## src/rtl/astable_555_vco_bank.sv

```systemverilog
// astable_555_vco_bank
// Multi-channel 555 astable oscillator bank. Each channel models its timing
// capacitor as a Q16.16 voltage. The capacitor charges toward VCC and
// discharges toward ground. The thresholds are v_control and v_control/2.
// Channels are updated one per clock, round-robin, through one shared
// multiplier.
module astable_555_vco_bank #(
  parameter int CLOCK_RATE  = 50000000,
  parameter int STEP_RATE   = 1000000,
  parameter int CHANNELS    = 4,
  parameter int K_SHIFT     = 24,
  parameter int K_CHARGE    = 6870,
  parameter int K_DISCHARGE = 18830,
  parameter int OUT_HIGH    = 32767
) (
  input  logic                    clk,
  input  logic                    reset_n,
  input  logic                    audio_clk_en,
  input  logic [16*CHANNELS-1:0]  v_control,
  input  logic [CHANNELS-1:0]     pin_reset_n,
  output logic [16*CHANNELS-1:0]  out,
  output logic [16*CHANNELS-1:0]  v_cap
);

  localparam int STEP_DIV = CLOCK_RATE / STEP_RATE;
  localparam int CNT_W    = (STEP_DIV > 1) ? $clog2(STEP_DIV) : 1;

  // Full-scale capacitor voltage: 32767 << 16.
  localparam logic [31:0]        CAP_MAX = 32'h7FFF_0000;
  localparam logic signed [15:0] VC_MIN  = 16'sd256;
  localparam logic signed [15:0] VC_MAX  = 16'sd32766;

  // Reject configurations where a sweep cannot visit every channel.
  if (CHANNELS < 1 || CHANNELS > 16 || STEP_DIV < 1 || CHANNELS > STEP_DIV) begin : g_bad_cfg
    $error("astable_555_vco_bank: CHANNELS must be 1..16 and not exceed CLOCK_RATE/STEP_RATE");
  end

  typedef enum logic [1:0] {
    MODE_CHARGE    = 2'd0,
    MODE_DISCHARGE = 2'd1,
    MODE_HOLD      = 2'd2
  } mode_t;

  logic [CNT_W-1:0]        r_step_cnt;
  logic [31:0]             r_cap  [CHANNELS];
  mode_t                   r_mode [CHANNELS];
  logic [16*CHANNELS-1:0]  r_out;
  logic [16*CHANNELS-1:0]  r_vcap;

  logic [CHANNELS-1:0]     w_hit;
  logic [31:0]             w_cap_cur;
  logic [1:0]              w_mode_bits;
  mode_t                   w_mode_cur;
  logic [15:0]             w_vc_raw;
  logic                    w_pin_n;
  logic signed [15:0]      w_vc;
  logic [15:0]             w_vc_u;
  logic [31:0]             w_mul_a;
  logic [15:0]             w_mul_k;
  logic [31:0]             w_delta;
  logic [32:0]             w_sum;
  logic [31:0]             w_cap_next;
  logic [15:0]             w_c;
  mode_t                   w_mode_next;

  assign out   = r_out;
  assign v_cap = r_vcap;

  // One-hot decode of which channel owns the current clock.
  always_comb begin
    w_hit = '0;
    for (int i = 0; i < CHANNELS; i++) begin
      w_hit[i] = (r_step_cnt == CNT_W'(i));
    end
  end

  // AND-OR mux of the selected channel's state and inputs onto the shared datapath.
  always_comb begin
    w_cap_cur   = 32'd0;
    w_mode_bits = 2'd0;
    w_vc_raw    = 16'd0;
    for (int i = 0; i < CHANNELS; i++) begin
      w_cap_cur   = w_cap_cur   | (r_cap[i] & {32{w_hit[i]}});
      w_mode_bits = w_mode_bits | (r_mode[i] & {2{w_hit[i]}});
      w_vc_raw    = w_vc_raw    | (v_control[16*i +: 16] & {16{w_hit[i]}});
    end
    w_mode_cur = mode_t'(w_mode_bits);
    w_pin_n    = |(pin_reset_n & w_hit);
  end

  // Clamp the control voltage, run the integration step and pick the next mode.
  always_comb begin
    w_vc        = $signed(w_vc_raw);
    w_mul_a     = 32'd0;
    w_mul_k     = 16'd0;
    w_delta     = 32'd0;
    w_sum       = 33'd0;
    w_cap_next  = w_cap_cur;
    w_mode_next = w_mode_cur;

    // Out-of-range control voltages must not stop the oscillation.
    if ($signed(w_vc_raw) < VC_MIN) begin
      w_vc = VC_MIN;
    end else if ($signed(w_vc_raw) > VC_MAX) begin
      w_vc = VC_MAX;
    end else begin
      w_vc = $signed(w_vc_raw);
    end
    w_vc_u = $unsigned(w_vc);

    // Charge toward VCC through R1+R2; discharge (also while held) through R2.
    if (w_mode_cur == MODE_CHARGE) begin
      w_mul_a = CAP_MAX - w_cap_cur;
      w_mul_k = 16'(K_CHARGE);
    end else begin
      w_mul_a = w_cap_cur;
      w_mul_k = 16'(K_DISCHARGE);
    end
    w_delta = 32'(({16'd0, w_mul_a} * {32'd0, w_mul_k}) >> K_SHIFT);

    if (w_mode_cur == MODE_CHARGE) begin
      w_sum = {1'b0, w_cap_cur} + {1'b0, w_delta};
      if (w_sum > {1'b0, CAP_MAX}) begin
        w_cap_next = CAP_MAX;
      end else begin
        w_cap_next = w_sum[31:0];
      end
    end else begin
      if (w_delta > w_cap_cur) begin
        w_cap_next = 32'd0;
      end else begin
        w_cap_next = w_cap_cur - w_delta;
      end
    end

    // Comparators act on the post-update voltage. Pin reset wins over them.
    w_c = w_cap_next[31:16];
    if (!w_pin_n) begin
      w_mode_next = MODE_HOLD;
    end else begin
      case (w_mode_cur)
        MODE_CHARGE: begin
          if (w_c >= w_vc_u) begin
            w_mode_next = MODE_DISCHARGE;
          end else begin
            w_mode_next = MODE_CHARGE;
          end
        end
        MODE_DISCHARGE: begin
          if (w_c <= (w_vc_u >> 1)) begin
            w_mode_next = MODE_CHARGE;
          end else begin
            w_mode_next = MODE_DISCHARGE;
          end
        end
        MODE_HOLD: begin
          w_mode_next = MODE_CHARGE;
        end
        default: begin
          w_mode_next = MODE_CHARGE;
        end
      endcase
    end
  end

  // Step counter selecting the channel updated this clock.
  always_ff @(posedge clk or negedge reset_n) begin
    if (!reset_n) begin
      r_step_cnt <= '0;
    end else if (r_step_cnt == CNT_W'(STEP_DIV - 1)) begin
      r_step_cnt <= '0;
    end else begin
      r_step_cnt <= r_step_cnt + CNT_W'(1);
    end
  end

  // Per-channel capacitor, mode and debug voltage, written only on the owning clock.
  always_ff @(posedge clk or negedge reset_n) begin
    if (!reset_n) begin
      for (int i = 0; i < CHANNELS; i++) begin
        r_cap[i]  <= 32'd0;
        r_mode[i] <= MODE_CHARGE;
      end
      r_vcap <= '0;
    end else begin
      for (int i = 0; i < CHANNELS; i++) begin
        if (w_hit[i]) begin
          r_cap[i]              <= w_cap_next;
          r_mode[i]             <= w_mode_next;
          r_vcap[16*i +: 16]    <= w_cap_next[31:16];
        end
      end
    end
  end

  // Square outputs sampled from the modes on each audio strobe.
  always_ff @(posedge clk or negedge reset_n) begin
    if (!reset_n) begin
      r_out <= '0;
    end else if (audio_clk_en) begin
      for (int i = 0; i < CHANNELS; i++) begin
        r_out[16*i +: 16] <= (r_mode[i] == MODE_CHARGE) ? 16'(OUT_HIGH) : 16'd0;
      end
    end
  end

endmodule
```

## config.mk

```make
export PLATFORM = sky130hd
export DESIGN_NAME = astable_555_vco_bank
export DESIGN_NICKNAME = d
export VERILOG_FILES = /design/src/rtl/astable_555_vco_bank.sv
export SDC_FILE = /design/constraint.sdc
export NUM_CORES = 1
export LEC_CHECK = 0
export BUFFER_PORTS_ARGS = -buffer_cell sky130_fd_sc_hd__buf_2
export CORE_MARGIN = 3
export CORE_UTILIZATION = 63
export CTS_CLUSTER_DIAMETER = 60
export CTS_CLUSTER_SIZE = 40
export DETAILED_ROUTE_END_ITERATION = 10
export HOLD_SLACK_MARGIN = 0.12
export PLACE_DENSITY = 0.84
export SETUP_SLACK_MARGIN = 0.05
export SLEW_MARGIN = 20
export SYNTH_ARGS = -nofsm -noshare
export SYNTH_HDL_FRONTEND = slang
export SYNTH_SLANG_ARGS = --single-unit
```

## constraint.sdc

```tcl
create_clock -name clk -period 17.9 [get_ports clk]
set_clock_uncertainty 0.05 [all_clocks]
set_input_delay 0.895 -clock clk [delete_from_list [all_inputs] [get_ports clk]]
set_output_delay 0.895 -clock clk [all_outputs]
set_load 0.005 [all_outputs]
```

==> metrics.txt, run 1 <==
worst rel slew slack=approximately 32%; fraction of final layout cells sized beyond drive strength 1=13.1%; post-route fraction of the period consumed by the critical path=94.1%; transition time at the pin with the least slew margin=slightly above 1000 ps; Placement Rows=68; total inserted antenna cells=0; pin count of the biggest net entering global routing=80; first-pass GRT wire length=roughly 110000 um; vertical extent of the die=196 um; count of pins over their slew limit=0; Critical Setup Path Class=register to register; core occupancy in the finished layout=about 69%; Synth top area share=between 20% and 30%; growth of design area from synthesis to finish=6.20%; clock slew at the register clock pins of the worst setup and hold paths=about 60 ps; largest cells by area after synthesis=sky130_fd_sc_hd__fa_1, sky130_fd_sc_hd__dfrtp_1, sky130_fd_sc_hd__ha_1; Avg Synthesized Cell Area=around 8.3 um2; count of synthesis-stage warnings from yosys=0; total die area=approximately 38000 um2; layout net count=about 3.4k; Hold Path Class=input port to asynchronous set/reset pin; status=completed; number of endpoints failing setup at the final stage=0; total of buffers placed on input and output ports=194; Critical Path Slowest Stage Cell=sky130_fd_sc_hd__a21oi_1; buffers from clock root to sink, at most=2; worst setup slack after placement=just over 300 ps; required arrival time at the worst endpoint=~18000 ps; kind of end point of the critical path=register; setup repair after global routing missed its margin=no; remaining antenna violation count=0; number of hold buffers added after cts=0; Root Buffer=sky130_fd_sc_hd__clkbuf_16; number of DRC violations after detailed routing=0; HPWL after detailed placement=54800 um; number of global-route vias before repair=between 20k and 25k; proportion of synthesized flip-flops having asynchronous set or reset=100%; Routed wire per std cell=roughly 21 um; portion of the post-synthesis area used by sequential elements=between 15 and 20%; global placement routability congestion=between 1 and 1.5; DRT iter0 DRCs=roughly 1.9k; total wire length=around 68000 um; arrival time at the worst endpoint=17100 ps; CTS tree=done; achievable frequency=~60 MHz; drt pass-1 iters=8; initial core utilization=between 60% and 70%; max-capacitance violation count=0; Setup TNS=0 ps; overall track demand over capacity in global routing=35.0%; core area=35100 um2; largest area contributor in the netlist=sky130_fd_sc_hd__fa_1; Yosys cell types=89; number of placed I/O pins=between 150 and 200; PwrDens=77.5 nW/um2; GRT overflow=0; number of enable flip-flop cells after synthesis=0; number of buffers inserted during clock tree synthesis=17; overall via count from detail_route=~20k; final critical path time including I/O delays and setup=about 17000 ps; Worst Path Max Fanout=20; most frequent CP cell=sky130_fd_sc_hd__inv_1; Clock Sinks=146; initial antenna violation count=0; dominant synthesized flop cell=sky130_fd_sc_hd__dfrtp_1; hold violation count in the final report=0; largest incremental delay on the critical path=630 ps; Die X=196 um; netlist area before placement=22700 um2; Clk Latency, worst-skew pair=approximately 430 ps; Static Leak=about 0.013 uW; final setup margin=~1000 ps; flop and latch count out of synthesis=146; post-DR vias/cell=~6; IR Drop Worst-Case VDD=roughly 0.00006 V; CTS H-tree lvls=4; Syn Inst Count=approximately 2.7k; type of element launching the critical path=register
worst max-delay path, delay by kind of cell (launching register included):
family / cells / cell delay, ps
and+or+nand+nor: 25 / 5130
AOI/OAI and AO/OA: 22 / 4720
adders and majority gates: 9 / 4270
buffers and inverters: 10 / 1190
xor gates and xnor gates: 3 / 540
DFF: 1 / 470
muxes: 1 / 300
layout by cell type (no fill, tap or decap), drive strengths merged, types with 6 or more instances in the layout:
master   count
a31oi       20
clkbuf      19
conb        39
nor3        34
nand3       44
fa         236
a221oi      15
a21o        35
o211ai      13
nor2b       16
o21a        12
nand2b      10
dfrtp      146
inv        424
a211oi       7
ha         268
mux2i        7
and2        28
a22oi      100
nand2      470
xnor2       59
a21oi      125
o2111ai      8
o21ai      114
and3         9
buf        242
nor4        10
o31ai        6
or2         15
xor2        25
o21bai      12
nand4       23
mux2        29
nor2       116
power breakdown:
group	leakage (uW)	total [uW]	switching (uW)	internal, uW
sequential	0.00167	526	86.4	440
combinational	0.0112	984	624	360
clock	0.000282	360	149	211
cell type report:
type | instances | area, um2
Sequential cell | 146 | 3650
Tap cell | 455 | 569
Timing Repair Buffer | 242 | 1340
Clock inverter | 13 | 151
Clock buffer | 19 | 443
Multi-Input combinational cell | 1970 | 16400
Fill cell | 2754 | 10900
Inverter | 420 | 1580
metal layers:
metal  share of wire [%]  vias to the layer above  track usage [%]
met5                   0                        -                0
li1                    -                     8948                -
met3                 8.7                      191             5.94
met2                  48                     1043             58.9
met4                 4.7                        0             14.3
met1                  38                     9768             45.2
cells in the mapped netlist (all sizes together), types with 12 or more instances:
cell / number
nand2: 470
inv: 420
ha: 268
fa: 236
buf: 148
dfrtp: 146
a21oi: 125
nor2: 116
o21ai: 114
a22oi: 100
clkbuf: 93
xnor2: 59
nand3: 44
a21o: 35
nor3: 34
mux2: 29
and2: 27
xor2: 25
nand4: 23
a31oi: 20
nor2b: 16
a221oi: 15
or2: 15
o211ai: 13
o21a: 12
o21bai: 12
metrics by stage:
step | hold slack, ps | area [um2] | total power (uW) | std cells
after floorplan | 396 | 22900 | 1250 | 2776
after global placement | 409 | 23400 | 1450 | 3227
after detailed placement | 414 | 23400 | 1480 | 3227
after CTS | 429 | 24000 | 1840 | 3259
after global routing | 445 | 24100 | 2000 | 3265
final | 396 | 24100 | 1870 | 3265
what timing repair did:
action,in CTS,in global routing
setup endpoints to repair,0,4
setup buffers,0,5
resized for setup,0,33
path summary, 6_finish.rpt:
path / from / to / slack (ps) / cells past startpoint
setup / recovery: r_step_cnt[5] / r_mode[6] / 1050 / 70
setup reg to reg: r_step_cnt[5] / r_mode[6] / 1050 / 70
min in group clk: r_cap[103] / r_cap[103] / 430 / 2
hold / removal: reset_n / r_step_cnt[3] / 400 / 1
hold reg to reg: r_cap[103] / r_cap[103] / 430 / 2
max in group asynchronous: reset_n / r_cap[86] / 15940 / 2
state kept, by name (all words and copies together), names as in the netlist:
signal	flops
r_step_cnt	6
r_cap	128
r_mode	8
out	4
cells by family (layout without fill, tap and decap cells):
kind of cell	after synthesis	in the layout	share of synthesized area (%)
XOR/XNOR	84	84	3.32
AO/OA/AOI/OAI	511	511	15.0
multiplexers	36	36	1.74
other	2	39	0.0330
AND/OR/NAND/NOR	795	796	15.2
buffers and inverters	661	694	13.0
flip-flops	146	146	16.1
adder cells (fa/ha/maj)	504	504	35.5
No activity file was read; power rests on OpenSTA's default activity.
==> inputs of run 2 (changes only) <==
==> constraint.sdc (replaced) <==
create_clock -name clk -period 18.4 [get_ports clk]
set_clock_uncertainty 0.05 [all_clocks]
set_input_delay 0.92 -clock clk [delete_from_list [all_inputs] [get_ports clk]]
set_output_delay 0.92 -clock clk [all_outputs]
set_load 0.005 [all_outputs]
==> metrics.txt, run 2 (synthesis results as in run 1) <==
final setup margin=873 ps (was 1050 ps); most common cell after layout, fill and taps aside=sky130_fd_sc_hd__nand2_1 (unchanged); Hold Path Class=register to register (was input port to asynchronous set/reset pin); worst rel slew slack=38.5% (was 32.3%); register name with the most flops=r_cap (unchanged); final critical path time including I/O delays and setup=17530 ps (was 16850 ps); initial core utilization=64.9% (unchanged); max-capacitance violation count=0 (unchanged); CTS H-tree lvls=4 (unchanged); growth of design area from synthesis to finish=5.90% (was 6.20%); count of pins over their slew limit=0 (unchanged); DRT iter0 DRCs=2081 (was 1887); status=completed (unchanged); achievable frequency=57.1 MHz (was 59.3 MHz); Placement Rows=68 (unchanged); post-route fraction of the period consumed by the critical path=95.3% (was 94.1%); total of buffers placed on input and output ports=194 (unchanged); GRT overflow=0 (unchanged); total inserted antenna cells=0 (unchanged); registers with the highest flip-flop counts=r_cap x128, r_mode x8, r_step_cnt x6 (unchanged); Die X=196 um (unchanged); PwrDens=76.5 nW/um2 (was 77.5 nW/um2); arrival time at the worst endpoint=17780 ps (was 17100 ps); kind of end point of the critical path=register (unchanged); required arrival time at the worst endpoint=18660 ps (was 18150 ps); initial antenna violation count=0 (unchanged); transition time at the pin with the least slew margin=919 ps (was 1020 ps); clock slew at the register clock pins of the worst setup and hold paths=70 ps (was 60 ps); CTS tree=done (unchanged); type of element launching the critical path=register (unchanged); first-pass GRT wire length=111000 um (was 107000 um); number of placed I/O pins=199 (unchanged); most crowded layer after global routing=met2 (unchanged); buffers from clock root to sink, at most=2 (unchanged); number of flip-flops under the largest register name=128 (unchanged); worst setup slack after placement=163 ps (was 310 ps); Critical Setup Path Class=register to register (unchanged); met1 Usage GRT=46.5% (was 45.2%); HPWL after detailed placement=55800 um (was 54800 um); total die area=38400 um2 (unchanged); Root Buffer=sky130_fd_sc_hd__clkbuf_16 (unchanged); Worst Path Max Fanout=59 (was 20); layout net count=3358 (was 3372); Routed wire per std cell=21.5 um (was 20.8 um); global placement routability congestion=1.07 (was 1.03); drt pass-1 iters=7 (was 8); pin count of the biggest net entering global routing=92 (was 80); number of cells on the worst reg-to-reg path=72 (was 70); largest incremental delay on the critical path=550 ps (was 630 ps); IR Drop Worst-Case VDD=0.0000642 V (was 0.0000604 V); met2 usage in global routing=60.7% (was 58.9%); core area=35100 um2 (unchanged); Static Leak=0.0131 uW (about the same); total wire length=69900 um (was 67800 um); number of buffers inserted during clock tree synthesis=17 (unchanged); worst-case hold slack=432 ps (was 396 ps); Clk Latency, worst-skew pair=430 ps (about the same); fraction of final layout cells sized beyond drive strength 1=12.7% (was 13.1%); number of endpoints failing setup at the final stage=0 (unchanged); number of global-route vias before repair=20.7k (was 20.3k); overall track demand over capacity in global routing=36.2% (was 35.0%); global-route track usage on met3=5.98% (was 5.94%); most frequent CP cell=sky130_fd_sc_hd__inv_1 (unchanged); reg-to-reg slack, setup=870 ps (was 1050 ps); hold violation count in the final report=0 (unchanged); Clock Sinks=146 (unchanged); commonest non-fill, non-tap cells in the layout=sky130_fd_sc_hd__nand2_1, sky130_fd_sc_hd__inv_1, sky130_fd_sc_hd__ha_1, sky130_fd_sc_hd__fa_1, sky130_fd_sc_hd__buf_2 (unchanged); overall via count from detail_route=20.0k (about the same); number of stages on the worst hold path=2; post-DR vias/cell=6.16 (was 6.11); number of DRC violations after detailed routing=0 (unchanged); vertical extent of the die=196 um (unchanged); remaining antenna violation count=0 (unchanged); number of fill cells=2783 (was 2754); Critical Path Slowest Stage Cell=sky130_fd_sc_hd__fa_1 (was sky130_fd_sc_hd__a21oi_1)
## run 2: changes by cell type in the layout (fill, tap and decap cells not counted), moves of 3 or more
cell	before	now
sky130_fd_sc_hd__ha_2	5	2
sky130_fd_sc_hd__and2_4	4	1
sky130_fd_sc_hd__ha_1	263	266
sky130_fd_sc_hd__buf_4	48	31
sky130_fd_sc_hd__buf_12	0	3
## run 2: final timing paths
kind                                from    endpoint
min reg2reg                   r_cap[107]  r_cap[107]
min in group asynchronous        reset_n     out[14]
max reg2reg                r_step_cnt[1]   r_mode[6]
max in group asynchronous        reset_n   r_cap[77]
max                        r_step_cnt[1]   r_mode[6]
min                           r_cap[107]  r_cap[107]
## run 2: layout make-up
type	instances	area (um2)	area share [%]
multi-input combinational	1970	16400	68.2
sequential	146	3650	15.2
inverter	420	1580	6.55
timing repair buffer	228	1270	5.27
tap	455	569	2.36
clock buffer	17	425	1.77
clock inverter	15	173	0.717
## run 2: timing repair
action / in CTS / in global routing
gates cloned: 0 / 1
setup endpoints to repair: 4 / 4
pin swaps: 0 / 2
gates resized for setup: 1 / 28
hold buffers: 0 / 0
buffers inserted: 0 / 5
## run 2: critical path: cells and delay by family (launching register included)
| family | cells | cell delay, ps |
|---|---|---|
| buffers and inverters | 10 | 1000 |
| adder cells (fa/ha/maj) | 10 | 4510 |
| multiplexers | 1 | 290 |
| AND/OR/NAND/NOR | 20 | 3780 |
| flip-flops | 1 | 370 |
| XOR/XNOR | 2 | 250 |
| AO/OA/AOI/OAI | 29 | 7080 |
## run 2: metal layers
metal  up-vias  part of all wire [%]
li1       8912                     -
met1      9739                    38
met2      1154                    48
met3       236                   9.0
met4         0                   4.8
met5         -                     0
## run 2: through the flow
step / instance area, um2 / std cells / TNS [ps] / util, % / total power (uW)
final: 24100 / 3251 / 0 / 68.7 / 1840
after floorplan: 22900 / 2776 / 0 / - / 1210
after CTS: 23900 / 3245 / 0 / 68.2 / 1810
after detailed placement: 23300 / 3213 / 0 / 66.5 / 1450
after global routing: 24100 / 3251 / -83.4 / 68.7 / 1960
after global placement: 23300 / 3213 / 0 / 66.5 / 1430
## run 2: where the power goes
group          total, uW  internal (uW)  leakage (uW)  switching, uW
Sequential           512            428       0.00167           84.4
Combinational        976            353        0.0111            624
Clock                355            204      0.000289            151
Total               1840            984        0.0131            859
